===== src/rtl/crop_pkg.sv =====
// Frame geometry defaults and FSM state encoding for the crop_window slice.
package crop_pkg;

    localparam int FRAME_W = 640;
    localparam int FRAME_H = 480;
    localparam int CNT_W   = 16;

    typedef enum logic {
        ST_IDLE = 1'b0,
        ST_RUN  = 1'b1
    } crop_state_t;

endpackage


===== src/rtl/crop_window_pixel_counter.sv =====
// Raster x/y counters that advance on accepted pixels, plus first/last-pixel flags.
module pixel_counter
    import crop_pkg::*;
#(
    parameter int H_ACTIVE = FRAME_W,
    parameter int V_ACTIVE = FRAME_H
) (
    input  logic             iCLK,
    input  logic             iRST,
    input  logic             iEN,
    output logic [CNT_W-1:0] oX,
    output logic [CNT_W-1:0] oY,
    output logic             oFIRST,
    output logic             oLAST
);

    localparam logic [CNT_W-1:0] X_LAST = CNT_W'(H_ACTIVE - 1);
    localparam logic [CNT_W-1:0] Y_LAST = CNT_W'(V_ACTIVE - 1);

    logic [CNT_W-1:0] r_x;
    logic [CNT_W-1:0] r_y;

    always_ff @(posedge iCLK) begin
        if (!iRST) begin
            r_x <= '0;
            r_y <= '0;
        end else if (iEN) begin
            if (r_x == X_LAST) begin
                r_x <= '0;
                if (r_y == Y_LAST) begin
                    r_y <= '0;
                end else begin
                    r_y <= r_y + 1'b1;
                end
            end else begin
                r_x <= r_x + 1'b1;
            end
        end
    end

    assign oX     = r_x;
    assign oY     = r_y;
    assign oFIRST = (r_x == '0) && (r_y == '0);
    assign oLAST  = (r_x == X_LAST) && (r_y == Y_LAST);

endmodule


===== src/rtl/crop_window.sv =====
// Crops a fixed-width, vertically positioned window out of a raster pixel stream.
// Optional CROP_WINDOW_CLAMP_EN keeps the window fully inside the frame.
module crop_window
    import crop_pkg::*;
#(
    parameter int H_ACTIVE = FRAME_W,
    parameter int V_ACTIVE = FRAME_H,
    parameter int X_START  = 160,
    parameter int CROP_W   = 320,
    parameter int CROP_H   = 240
) (
    input  logic        iCLK,
    input  logic        iRST,
    input  logic        iDVAL,
    input  logic [9:0]  iDATA,
    input  logic [15:0] iYSTART,
    output logic        oDVAL,
    output logic [9:0]  oDATA,
    output logic [15:0] oX,
    output logic [15:0] oY,
    output logic        oFRAME_DONE
);

    localparam logic [16:0] X_LO   = 17'(X_START);
    localparam logic [16:0] X_HI   = 17'(X_START + CROP_W);
    localparam logic [16:0] Y_SPAN = 17'(CROP_H);
    localparam logic [15:0] X_OFS  = 16'(X_START);

    logic [15:0]  w_x;
    logic [15:0]  w_y;
    logic         w_first;
    logic         w_last;
    crop_state_t  r_state;
    crop_state_t  w_stateNext;
    logic         w_latchYs;
    logic [15:0]  w_ysIn;
    logic [15:0]  w_ysCur;
    logic [15:0]  r_ys;
    logic [16:0]  w_x17;
    logic [16:0]  w_y17;
    logic [16:0]  w_ys17;
    logic         w_inWin;
    logic         r_dval;
    logic [9:0]   r_data;
    logic [15:0]  r_ox;
    logic [15:0]  r_oy;
    logic         r_done;

    pixel_counter #(
        .H_ACTIVE (H_ACTIVE),
        .V_ACTIVE (V_ACTIVE)
    ) u_counter (
        .iCLK   (iCLK),
        .iRST   (iRST),
        .iEN    (iDVAL),
        .oX     (w_x),
        .oY     (w_y),
        .oFIRST (w_first),
        .oLAST  (w_last)
    );

`ifdef CROP_WINDOW_CLAMP_EN
    localparam logic [15:0] YS_MAX = 16'(V_ACTIVE - CROP_H);
    assign w_ysIn = (iYSTART > YS_MAX) ? YS_MAX : iYSTART;
`else
    assign w_ysIn = iYSTART;
`endif

    always_ff @(posedge iCLK) begin
        if (!iRST) begin
            r_state <= ST_IDLE;
        end else begin
            r_state <= w_stateNext;
        end
    end

    // The top-line value is captured on the frame's first pixel, which is also the IDLE exit.
    always_comb begin
        w_stateNext = r_state;
        w_latchYs   = 1'b0;
        case (r_state)
            ST_IDLE: begin
                if (iDVAL) begin
                    w_stateNext = ST_RUN;
                    w_latchYs   = 1'b1;
                end
            end
            ST_RUN: begin
                w_latchYs = iDVAL && w_first;
            end
            default: begin
                w_stateNext = ST_IDLE;
            end
        endcase
    end

    always_ff @(posedge iCLK) begin
        if (!iRST) begin
            r_ys <= '0;
        end else if (w_latchYs) begin
            r_ys <= w_ysIn;
        end
    end

    // Pixel (0,0) must already see the freshly latched top line.
    assign w_ysCur = w_latchYs ? w_ysIn : r_ys;
    assign w_x17   = {1'b0, w_x};
    assign w_y17   = {1'b0, w_y};
    assign w_ys17  = {1'b0, w_ysCur};
    assign w_inWin = (w_x17 >= X_LO) && (w_x17 < X_HI) &&
                     (w_y17 >= w_ys17) && (w_y17 < (w_ys17 + Y_SPAN));

    always_ff @(posedge iCLK) begin
        if (!iRST) begin
            r_dval <= 1'b0;
            r_data <= '0;
            r_ox   <= '0;
            r_oy   <= '0;
            r_done <= 1'b0;
        end else begin
            r_dval <= iDVAL && w_inWin;
            r_done <= iDVAL && w_last;
            if (iDVAL && w_inWin) begin
                r_data <= iDATA;
                r_ox   <= w_x - X_OFS;
                r_oy   <= w_y - w_ysCur;
            end
        end
    end

    assign oDVAL       = r_dval;
    assign oDATA       = r_data;
    assign oX          = r_ox;
    assign oY          = r_oy;
    assign oFRAME_DONE = r_done;

endmodule


===== config.mk =====
export PLATFORM = sky130hd
export DESIGN_NAME = crop_window
export DESIGN_NICKNAME = d
export VERILOG_FILES = /design/src/rtl/crop_pkg.sv /design/src/rtl/crop_window_pixel_counter.sv /design/src/rtl/crop_window.sv
export SDC_FILE = /design/constraint.sdc
export NUM_CORES = 1
export LEC_CHECK = 0
export ABC_CLOCK_PERIOD_IN_PS = 6500
export BUFFER_PORTS_ARGS = -buffer_cell sky130_fd_sc_hd__buf_2
export CORE_ASPECT_RATIO = 1.4
export CORE_UTILIZATION = 58
export DETAILED_ROUTE_END_ITERATION = 12
export HOLD_SLACK_MARGIN = 0.08
export PLACE_DENSITY = 0.86
export SYNTH_ARGS = -nofsm -noshare
export SYNTH_HDL_FRONTEND = slang
export SYNTH_SLANG_ARGS = --single-unit

===== constraint.sdc =====
create_clock -name iCLK -period 6.5 [get_ports iCLK]
set_clock_uncertainty 0.1 [all_clocks]
set_input_delay 0.975 -clock iCLK [delete_from_list [all_inputs] [get_ports iCLK]]
set_output_delay 0.975 -clock iCLK [all_outputs]
set_load 0.01 [all_outputs]

==> impl_metrics.env <==
export IMPL_antenna_found_initial=0
export IMPL_drv_cap=0
export IMPL_post_cts_buffers=0
export IMPL_setup_viol=0
export IMPL_finalNetCount=736
export IMPL_cts_tree="yes"
export IMPL_cpLargestDelayFamily="compound AO/OA/AOI/OAI gates"
export IMPL_wl_met1_um=5150
export IMPL_dieHeight_um=116
export IMPL_synth_top_area_share_pct=34.9
export IMPL_stdcell_area_um2=6060
export IMPL_routed_top_layer="met4"
export IMPL_holdBufCountCts=0
export IMPL_relSlewSlack_pct=23.6
export IMPL_place_area_um2=5770
export IMPL_switchingPower_uw=370
export IMPL_synth_area_leaders="dfxtp_1 (35%), mux2i_1 (8.1%), ha_1 (7.7%), nor2_1 (6.8%), xor2_1 (4.4%)"
export IMPL_synthCells=609
export IMPL_netlist_area_um2=5340
export IMPL_crit_slowest_cell="a211oi_4"
export IMPL_grt_max_degree=31
export IMPL_syn_nets=672
export IMPL_route_met2_wl_um=7010
export IMPL_clkPwrFrac_pct=40.6
export IMPL_wl_met3_um=730
export IMPL_synth_area_per_cell_um2=8.76
export IMPL_diodes=0
export IMPL_cts_buffers_inserted=9
export IMPL_first_pass_iters=5
export IMPL_hold_path_class="flop to flop"
export IMPL_synth_ff_type="dfxtp_1"
export IMPL_portBuffers=72
export IMPL_crit_buf_inv=2
export IMPL_cts_sinks=93
export IMPL_timing_hold_ws_ns=0.364
export IMPL_p_int_uw=916
export IMPL_fin_crit_sh_pct=92.7
export IMPL_grt_pass1_vias=4618
export IMPL_core_area_um2=8980
export IMPL_power_density_nw_per_um2=212
export IMPL_ir_worst_vdd_uv=182
export IMPL_seq_area_frac_synth_pct=34.9
export IMPL_dieArea_um2=9600
export IMPL_post_dp_hpwl_um=9960
export IMPL_synth_area_leader_cell="dfxtp_1"
export IMPL_antenna_left=0
export IMPL_crit_type="flop to flop"
export IMPL_place_congestion=0.965
export IMPL_status="finished clean"
export IMPL_seqPwrFrac_pct=45.6
export IMPL_tightest_slew_ns=1.14
export IMPL_ioPinCount=73
export IMPL_wl_per_cell_um=17.1
export IMPL_drive_gt1_share_pct=16.7
export IMPL_clkTransAtPathRegs_ns=0.07
export IMPL_ys_warn_count=0
export IMPL_die_x_um=83.1
export IMPL_clkLatencyLatePin_ns=0.36
export IMPL_cts_resized_gates=0
export IMPL_drc=0
export IMPL_overflow=0
export IMPL_crit_chain="inv_1 > ha_1 > nor4b_1 > nand4_1 > o21ai_0 > nand2_1 > mux2_2 > ha_1 > fa_1 > nor2b_1 > o31a_1 > o31ai_1 > o2111a_1 > or3_1 > o21ai_0 > a2111oi_2 > a211oi_4 > buf_4 > mux2i_1 > nor2_1"
export IMPL_grt_pass1_wl_um=21500
export IMPL_hold_violations=0
export IMPL_switching_share_pct=28.7
export IMPL_drt_total_wl_um=13400
export IMPL_h_tree_depth=3
export IMPL_rows=41
export IMPL_rsz0062_at_grt="no"
export IMPL_period_minus_slack_ns=6.03
export IMPL_p_comb_share_pct=13.8
export IMPL_drtIter0Drc=245
export IMPL_critPathMaxStageDelay_ns=0.52
export IMPL_grt_usage_pct=28.3
export IMPL_cp_arrival_ns=6.15
export IMPL_start_kind="flop"
export IMPL_async_reset_ff_share_pct=0
export IMPL_worst_path_max_fanout=10
export IMPL_p_leak_nw=2.55
export IMPL_num_vias=4755
export IMPL_initial_core_util_pct=59.5
export IMPL_synth_edff_count=0
export IMPL_finalSetupTns_ns=0
export IMPL_fmax_mhz=166
export IMPL_slew_violations=0
export IMPL_synthDistinctLibCells=63
export IMPL_routed_via_density=6.06
export IMPL_crit_required_ns=6.62
export IMPL_ys_seq_elements=93
export IMPL_ctsLongestPathBuffers=2
export IMPL_cts_root_buf="clkbuf_16"
export IMPL_area_delta_synth_final_pct=13.5
export IMPL_critPathCaptureType="flop"
logic make-up after synthesis:
logic type	share of synthesized area [%]
muxes	8.49
buffers and inverters	4.06
and+or+nand+nor	21.6
AOI/OAI and AO/OA	13.8
DFF	34.9
adders and majority gates	8.67
xor gates and xnor gates	8.53
layout make-up:
class	count	area, µm²
inverters	19	71.3
fillers	701	2920
flip-flops and latches	93	1860
multi-input cells	469	3260
clock buffers	9	225
well taps	107	134
clock inverters	7	63.8
repair buffers	81	440
state kept, by name, indices dropped and copies added, names as in the netlist:
register / cells
oDATA: 10
oDVAL: 1
oFRAME_DONE: 1
oX: 16
oY: 16
r_state: 1
r_ys: 16
u_counter.oX: 16
u_counter.oY: 16
placed cells by master, fill, tap and decap left out, drive strengths merged, types with 3 or more instances in the layout:
cell / n
a211oi: 7
a21oi: 22
a31oi: 4
and2: 4
and3: 6
buf: 81
clkbuf: 9
dfxtp: 93
ha: 33
inv: 22
maj3: 3
mux2i: 43
nand2: 45
nand2b: 3
nand3: 8
nand4: 17
nand4b: 3
nor2: 97
nor2b: 6
nor3: 15
nor4: 7
nor4b: 4
o2111ai: 3
o211a: 4
o211ai: 5
o21a: 11
o21ai: 21
o31a: 3
o31ai: 4
or3: 8
xnor2: 25
xor2: 27
power by group through the flow:
stage	sequential, mW	combinational (mW)	clock [mW]
floorplan	0.597	0.128	0
detailed placement	0.600	0.173	0
global placement	0.599	0.166	0
global route	0.588	0.194	0.541
CTS	0.587	0.176	0.521
finish	0.587	0.177	0.522
routing by layer:
metal / vias up / GRT usage [%]
li1: 2291 / -
met1: 2237 / 30.5
met2: 181 / 53.0
met3: 46 / 3.92
met4: 0 / 16.9
met5: - / 0
worst paths after layout:
path	start	end	slack, ns	cells after the start
worst min-delay path	oX[14]	oX[14]	0.36	1
worst max register to register	u_counter.oX[0]	oY[2]	0.47	20
worst min register to register	oX[14]	oX[14]	0.36	1
worst max-delay path	u_counter.oX[0]	oY[2]	0.47	20
cells in the mapped netlist (all sizes together) (4+ instances only):
cell,n
nor2,97
dfxtp,93
nand2,45
mux2i,43
ha,33
xor2,27
xnor2,25
a21oi,22
o21ai,21
inv,19
clkbuf,17
nand4,17
nor3,15
buf,11
o21a,11
nand3,8
or3,8
a211oi,7
nor4,7
and3,6
nor2b,6
o211ai,5
a31oi,4
and2,4
nor4b,4
o211a,4
o31ai,4
metrics by stage:
stage	power [mW]	instances	util (%)	setup slack (ns)
final	1.29	785	67.5	0.473
after global routing	1.32	785	67.5	0.0739
after CTS	1.28	785	67.5	0.528
after detailed placement	0.773	769	64.2	0.659
after global placement	0.766	769	64.2	0.841
after floorplan	0.725	609	-	1.22
Power figures use the tool's default switching activity.
